$ cat config.mk
export PLATFORM = sky130hd
export DESIGN_NAME = axis_dwidth_upsizer
export DESIGN_NICKNAME = d
export VERILOG_FILES = /design/src/rtl/axis_dwidth_pkg.sv /design/src/rtl/axis_dwidth_upsizer.sv
export SDC_FILE = /design/constraint.sdc
export NUM_CORES = 1
export LEC_CHECK = 0
export CAP_MARGIN = 0
export CORE_UTILIZATION = 55
export CTS_CLUSTER_DIAMETER = 150
export DETAILED_ROUTE_END_ITERATION = 16
export MAX_ROUTING_LAYER = met4
export PLACE_DENSITY_LB_ADDON = 0.08
export SLEW_MARGIN = 20
export SYNTH_ARGS = -nofsm -noshare
export SYNTH_HDL_FRONTEND = slang
export SYNTH_SLANG_ARGS = --single-unit
$ cat constraint.sdc
create_clock -name aclk -period 3.9 [get_ports aclk]
set_input_delay 0.78 -clock aclk [delete_from_list [all_inputs] [get_ports aclk]]
set_output_delay 0.78 -clock aclk [all_outputs]
set_load 0.01 [all_outputs]
$ cat src/rtl/axis_dwidth_pkg.sv
// rtl/axis_dwidth_pkg.sv - shared helpers for the AXI-Stream width up/down converters
package axis_dwidth_pkg;

    localparam int MIN_NUM_REG = 2;
    localparam int MAX_LANES   = 64;

    typedef logic [MAX_LANES-1:0] lane_mask_t;

    function automatic int lane_idx_w(input int num_reg);
        int w;
        w = $clog2(num_reg);
        return (w < 1) ? 1 : w;
    endfunction

    // Lanes 0..idx set; callers slice the low NUM_REG bits.
    function automatic lane_mask_t keep_upto(input int unsigned idx);
        lane_mask_t m;
        m = '0;
        for (int unsigned k = 0; k < MAX_LANES; k++) begin
            m[k] = (k <= idx);
        end
        return m;
    endfunction

endpackage

$ cat src/rtl/axis_dwidth_upsizer.sv
// rtl/axis_dwidth_upsizer.sv - packs NUM_REG narrow stream beats into one wide word
module axis_dwidth_upsizer
    import axis_dwidth_pkg::*;
#(
    parameter int WIDTH   = 32,
    parameter int NUM_REG = 2
) (
    input  logic                       aclk,
    input  logic                       aresetn,
    input  logic                       s_axis_tvalid,
    output logic                       s_axis_tready,
    input  logic [WIDTH-1:0]           s_axis_tdata,
    input  logic                       s_axis_tlast,
    output logic                       m_axis_tvalid,
    input  logic                       m_axis_tready,
    output logic [WIDTH*NUM_REG-1:0]   m_axis_tdata,
    output logic [NUM_REG-1:0]         m_axis_tkeep,
    output logic                       m_axis_tlast
);

    localparam int            IW       = lane_idx_w(NUM_REG);
    localparam int            DW       = WIDTH * NUM_REG;
    localparam logic [IW-1:0] LAST_IDX = IW'(NUM_REG - 1);

    generate
        if (NUM_REG < MIN_NUM_REG || NUM_REG > MAX_LANES) begin : g_bad_num_reg
            $error("axis_dwidth_upsizer: NUM_REG out of range");
        end
    endgenerate

    logic [IW-1:0]      idx;
    logic [DW-1:0]      acc;
    logic [NUM_REG-1:0] kacc;
    logic [DW-1:0]      acc_merged;
    logic [NUM_REG-1:0] keep_merged;
    lane_mask_t         keep_wide;
    logic               unused_keep_wide;
    logic               accept;
    logic               complete;

    // Ready depends only on registers and downstream ready, never on tdata/tlast.
    assign s_axis_tready = aresetn && (!m_axis_tvalid || m_axis_tready);
    assign accept        = s_axis_tvalid && s_axis_tready;
    assign complete      = accept && ((idx == LAST_IDX) || s_axis_tlast);

    assign keep_wide        = keep_upto(32'(idx));
    assign unused_keep_wide = ^{1'b0, keep_wide};

    always_comb begin
        acc_merged                          = acc;
        acc_merged[int'(idx)*WIDTH +: WIDTH] = s_axis_tdata;
        keep_merged                         = kacc | keep_wide[NUM_REG-1:0];
    end

    always_ff @(posedge aclk) begin
        if (!aresetn) begin
            idx           <= '0;
            acc           <= '0;
            kacc          <= '0;
            m_axis_tvalid <= 1'b0;
            m_axis_tdata  <= '0;
            m_axis_tkeep  <= '0;
            m_axis_tlast  <= 1'b0;
        end else begin
            if (accept) begin
                if (complete) begin
                    idx  <= '0;
                    acc  <= '0;
                    kacc <= '0;
                end else begin
                    idx  <= idx + 1'b1;
                    acc  <= acc_merged;
                    kacc <= keep_merged;
                end
            end
            // A completion can only occur when the output slot is free or draining,
            // so reloading here never overwrites an unconsumed word.
            if (complete) begin
                m_axis_tvalid <= 1'b1;
                m_axis_tdata  <= acc_merged;
                m_axis_tkeep  <= keep_merged;
                m_axis_tlast  <= s_axis_tlast;
            end else if (m_axis_tvalid && m_axis_tready) begin
                m_axis_tvalid <= 1'b0;
            end
        end
    end

endmodule

Yosys cells after proc, flatten, opt, wreduce, memory -nomap -nowiden --
Cells that the tools add are included.
Storage, ports and cells: bits in registers 135, word-level logic and storage cells 27, output and inout port bits 69, bits of input ports 37
Operators by class: magnitude comparators 1, add/subtract/negate cells 2, bitwise gates (word level) 1, multiplexer cells 6, reduce and logical (&&, ||, !) cells 8, shift operators 2
Operators by type and width (number):
- bitwise mux 64 bit | 1
- two-way mux 64 bit | 1
- variable shift 32 x 33 -> 64 bit, first input constant | 1
- variable part select 32 x 33 -> 64 bit | 1
- negation 6 -> 33 bit | 1
- logical AND 1 bit | 4
- two-way mux 1 bit | 3
- logical OR 1 bit | 2
- two-way mux 2 bit | 1
- OR 2 bit | 1
- nonzero test 2 bit | 1
- adder 1 bit, second input constant | 1
- less-or-equal comparator 1 bit, first input constant | 1
- zero test 1 bit | 1

Longest topological paths before layout --
depth in word-level cells 6, gate-level depth with buffers 7, depth with buffers taken out 3

Least setup slack after synthesis --
OpenSTA, ideal clock, no wires.
path kind input to output, start point input port m_axis_tready, end point output port s_axis_tready, data required time 3.120 ns, arrival time 1.609 ns, buffers on the path 3, stages on the path 5, path slack 1.511 ns, cells stage by stage nand2b_1 clkbuf_1 buf_2 buf_2 and2_1
Between the ends: cells in the longest elaborated chain, start to end 2
RTL lines:
- start, declared | RTL line axis_dwidth_upsizer.sv:15 | input logic m_axis_tready,
- logical OR 1 bit | RTL line axis_dwidth_upsizer.sv:42 | assign s_axis_tready = aresetn && (!m_axis_tvalid || m_axis_tready);
- logical AND 1 bit | RTL line axis_dwidth_upsizer.sv:42
- end, declared | RTL line axis_dwidth_upsizer.sv:11 | output logic s_axis_tready,
Every way passes these cells.

Worst setup path after layout --
Same ends and word-level chain as after synthesis.

==> flow_metrics.py <==
metrics = {
    "logic_synthesis": {
        "synth_top_cells_by_count": "sky130_fd_sc_hd__dfxtp_1, sky130_fd_sc_hd__mux2i_1, sky130_fd_sc_hd__nand4_1",
        "post_synth_instance_area_sq_um": 5239,
        "post_synth_num_cell_types": 28,
        "synth_edf_count": 0,
        "yosys_register_bits": 134,
        "yosys.area_share.simple_pct": 14.83,
        "synth-compound-area-share_pct": 16.26,
        "synthTopCellsByArea": "sky130_fd_sc_hd__dfxtp_1, sky130_fd_sc_hd__mux2i_1, sky130_fd_sc_hd__nand4_1, sky130_fd_sc_hd__o211a_1, sky130_fd_sc_hd__o2bb2ai_1",
        "syn-mean-instance-area_sq_um": 10.42,
        "synth_xor_area_share_pct": 0,
        "synth.most_common_cell": "sky130_fd_sc_hd__dfxtp_1",
        "synth_async_sr_flop_share_pct": 0,
        "synth_top_cell_by_area": "sky130_fd_sc_hd__dfxtp_1",
        "synthAdderAreaFrac_pct": 0,
        "synth_flop_cell": "sky130_fd_sc_hd__dfxtp_1",
        "seq_area_frac_synth_pct": 51.21,
        "synth_cells": 503,
        "synth_top_family_by_area": "compound AO/OA/AOI/OAI gates",
        "post_synth_mux_area_share_pct": 12.23,
        "synth_fp_nets": 540,
        "total_number_of_yosys_warnings": 0,
        "synth.top_cell.area_share_pct": 51.21,
    },
    "timing": {
        "hold_ws_ps": 442.8,
        "unrepaired_setup_endpoints_after_global_routing": "false",
        "clock_skew_ps": 8.078,
        "setup_viol_count_final": 0,
        "maxClockFrequency_mhz": 318.4,
        "final_min_period_over_clock_period_pct": 80.52,
        "timing.setup.tns_ps": 0,
        "maxSlewHeadroom_pct": 40.82,
        "finalHoldViolations": 0,
        "minimum_clock_period_ps": 3140,
        "worst-slew-pin-transition_ps": 885.6,
        "timing_max_transition_violations_final": 0,
    },
    "global_routing": {
        "grt_remaining_overflow": 0,
        "grt_usage_pct": 27.78,
        "antenna_found_initial": 0,
        "global_route_wire_length_before_repair_um": 21310,
        "pin_count_of_the_biggest_net_entering_global_routing": 48,
        "number_of_global_route_vias_before_repair": 4210,
    },
    "pwr": {
        "ir_worst_vdd_uv": 352.6,
        "power_density_nw_per_um2": 483.8,
        "total_power_uw": 3316,
        "leakagePower_uw": 0.002726,
    },
    "clocking": {
        "cts.path.max_buffers": 2,
        "insertion_delay_ps": 510,
        "clock_sinks": 134,
        "post-cts-setup-buffers": 0,
        "cts_buffers": 17,
        "cts_hold_repair.buffers": 0,
        "postCtsResizedCells": 0,
        "clock_root_buffer": "sky130_fd_sc_hd__clkbuf_8",
        "cts.reportedPaths.clkPinSlew_ps": 60,
        "cts_tree": "built",
        "cts_max_level": 4,
    },
    "final_layout": {
        "regArea_sq_um": 2686,
        "area_delta_synth_final_pct": 30.83,
        "multiInputGateArea_sq_um": 2295,
        "antenna_cells": 0,
        "final_layout_size_suffix_gt1_share_pct": 8.543,
        "n_fill_cell": 666,
        "nNetsFinal": 623,
    },
    "floorplanning": {
        "design.portCount": 106,
        "floorplan.die_area_sq_um": 9919,
        "initial_utilization_pct": 56.70,
        "num_rows": 35,
        "fp.coreArea_sq_um": 9240,
        "width_of_the_die_um": 99.60,
        "chipHeight_um": 99.60,
    },
    "drt": {
        "total_iterations_of_the_first_detailed_routing_run": 5,
        "avgViaCountPerCell": 5.857,
        "drt_iter0_markers": 197,
        "routed_wl_um": 12610,
        "wire_per_inst_um": 17.37,
        "route.antenna.remaining_nets": 0,
        "drcViolationCount": 0,
        "vias": 4252,
    },
    "outcome": {
        "outcome": "finished, final reports clean",
    },
    "critical_path": {
        "critical_path.endpoint": "s_axis_tready",
        "setup.worst_path.start_class": "input port",
        "launch_instance_of_the_worst_register_to_register_path": "idx",
        "worstRegToRegCells": 5,
        "worst-setup-path-type": "input port to primary output",
        "path_max_fanout": 18,
        "end_kind": "primary output",
        "crit_path_dat_ps": 2360,
        "required_ps": 3120,
        "r2r_end": "m_axis_tdata[7]",
        "r2r_setup_slack_ps": 1730,
        "critPathLaunch": "m_axis_tready",
    },
    "run": {
        "cap_violations": 0,
    },
    "placement": {
        "dp_hpwl_um": 7707,
        "place_congestion": 0.8048,
        "placement.io_buffers": 105,
    },
    "min_path": {
        "hold_path_class": "flip-flop to flip-flop",
    },
}
-- layout by cell type (no fill, tap or decap), types with 2 or more instances in the layout --
cell type                         count
sky130_fd_sc_hd__nand2_1             35
sky130_fd_sc_hd__nor2_1               2
sky130_fd_sc_hd__and2_1              33
sky130_fd_sc_hd__o31ai_1              3
sky130_fd_sc_hd__nand4_1             64
sky130_fd_sc_hd__clkinvlp_4           3
sky130_fd_sc_hd__mux2i_1             64
sky130_fd_sc_hd__o21a_1               2
sky130_fd_sc_hd__o211a_1             31
sky130_fd_sc_hd__dfxtp_1            133
sky130_fd_sc_hd__clkdlybuf4s50_1    104
sky130_fd_sc_hd__buf_4               15
sky130_fd_sc_hd__bufinv_16            2
sky130_fd_sc_hd__o21ai_1             31
sky130_fd_sc_hd__a21oi_1              3
sky130_fd_sc_hd__o2bb2ai_1           33
sky130_fd_sc_hd__clkbuf_16           16
sky130_fd_sc_hd__clkinv_2             3
sky130_fd_sc_hd__clkinv_4             3
-- power breakdown --
| group | total, uW | internal [uW] | switching, uW |
|---|---|---|---|
| logic | 369 | 182 | 187 |
| clock network | 1480 | 901 | 578 |
| registers | 1470 | 1430 | 39.5 |
-- cell type report --
cell class / instances / area share [%]
Sequential cell: 134 / 39.19
Multi-Input combinational cell: 312 / 33.48
Timing Repair Buffer: 119 / 16.83
Clock buffer: 18 / 6.097
Tap cell: 129 / 2.355
Clock inverter: 12 / 1.935
Inverter: 2 / 0.1095
-- sequential cells by signal, indices dropped and copies added, names as in the netlist --
signal and cells:
acc 64, idx 1, kacc 1, m_axis_tdata 64, m_axis_tkeep 2, m_axis_tlast 1, m_axis_tvalid 1
-- worst max-delay path, cell delays in order --
cell and delay, ps:
sky130_fd_sc_hd__clkdlybuf4s50_1 480, sky130_fd_sc_hd__nand2b_2 390, sky130_fd_sc_hd__and2_1 180, sky130_fd_sc_hd__clkdlybuf4s50_1 530
-- through the flow --
stage	util (%)	instances	area [sq um]	setup slack, ps
2_1_floorplan	-	503	5239	1511
6_report	74.18	726	6854	759.7
3_5_place_dp	68.22	696	6304	767.9
5_1_grt	74.18	726	6854	687.3
4_1_cts	74.18	726	6854	752.0
3_3_place_gp	68.22	696	6304	781.9
-- logic make-up (layout without fill, tap and decap cells) --
family,after synthesis,in the layout
and+or+nand+nor,140,140
DFF,134,134
AOI/OAI and AO/OA,108,108
muxes,64,64
buffers and inverters,57,151
-- layer usage --
layer	up-vias	share of wire, %	GRT usage [%]	wire (um)
li1	2020	-	-	-
met1	2057	45	37.43	5728
met2	162	47	42.68	5957
met3	13	6.3	5.762	788
met4	0	1.1	7.240	134
met5	-	0	-	0
-- worst min path at each step --
stage,endpoint,start,cells past startpoint
after global routing,m_axis_tkeep[0],m_axis_tkeep[0],2
after global placement,kacc[1],kacc[1],2
after detailed placement,m_axis_tkeep[0],m_axis_tkeep[0],2
after CTS,m_axis_tkeep[0],m_axis_tkeep[0],2
after floorplan,kacc[1],kacc[1],2
final,m_axis_tkeep[0],m_axis_tkeep[0],2
Note: power is estimated with default switching activity, not from simulation.
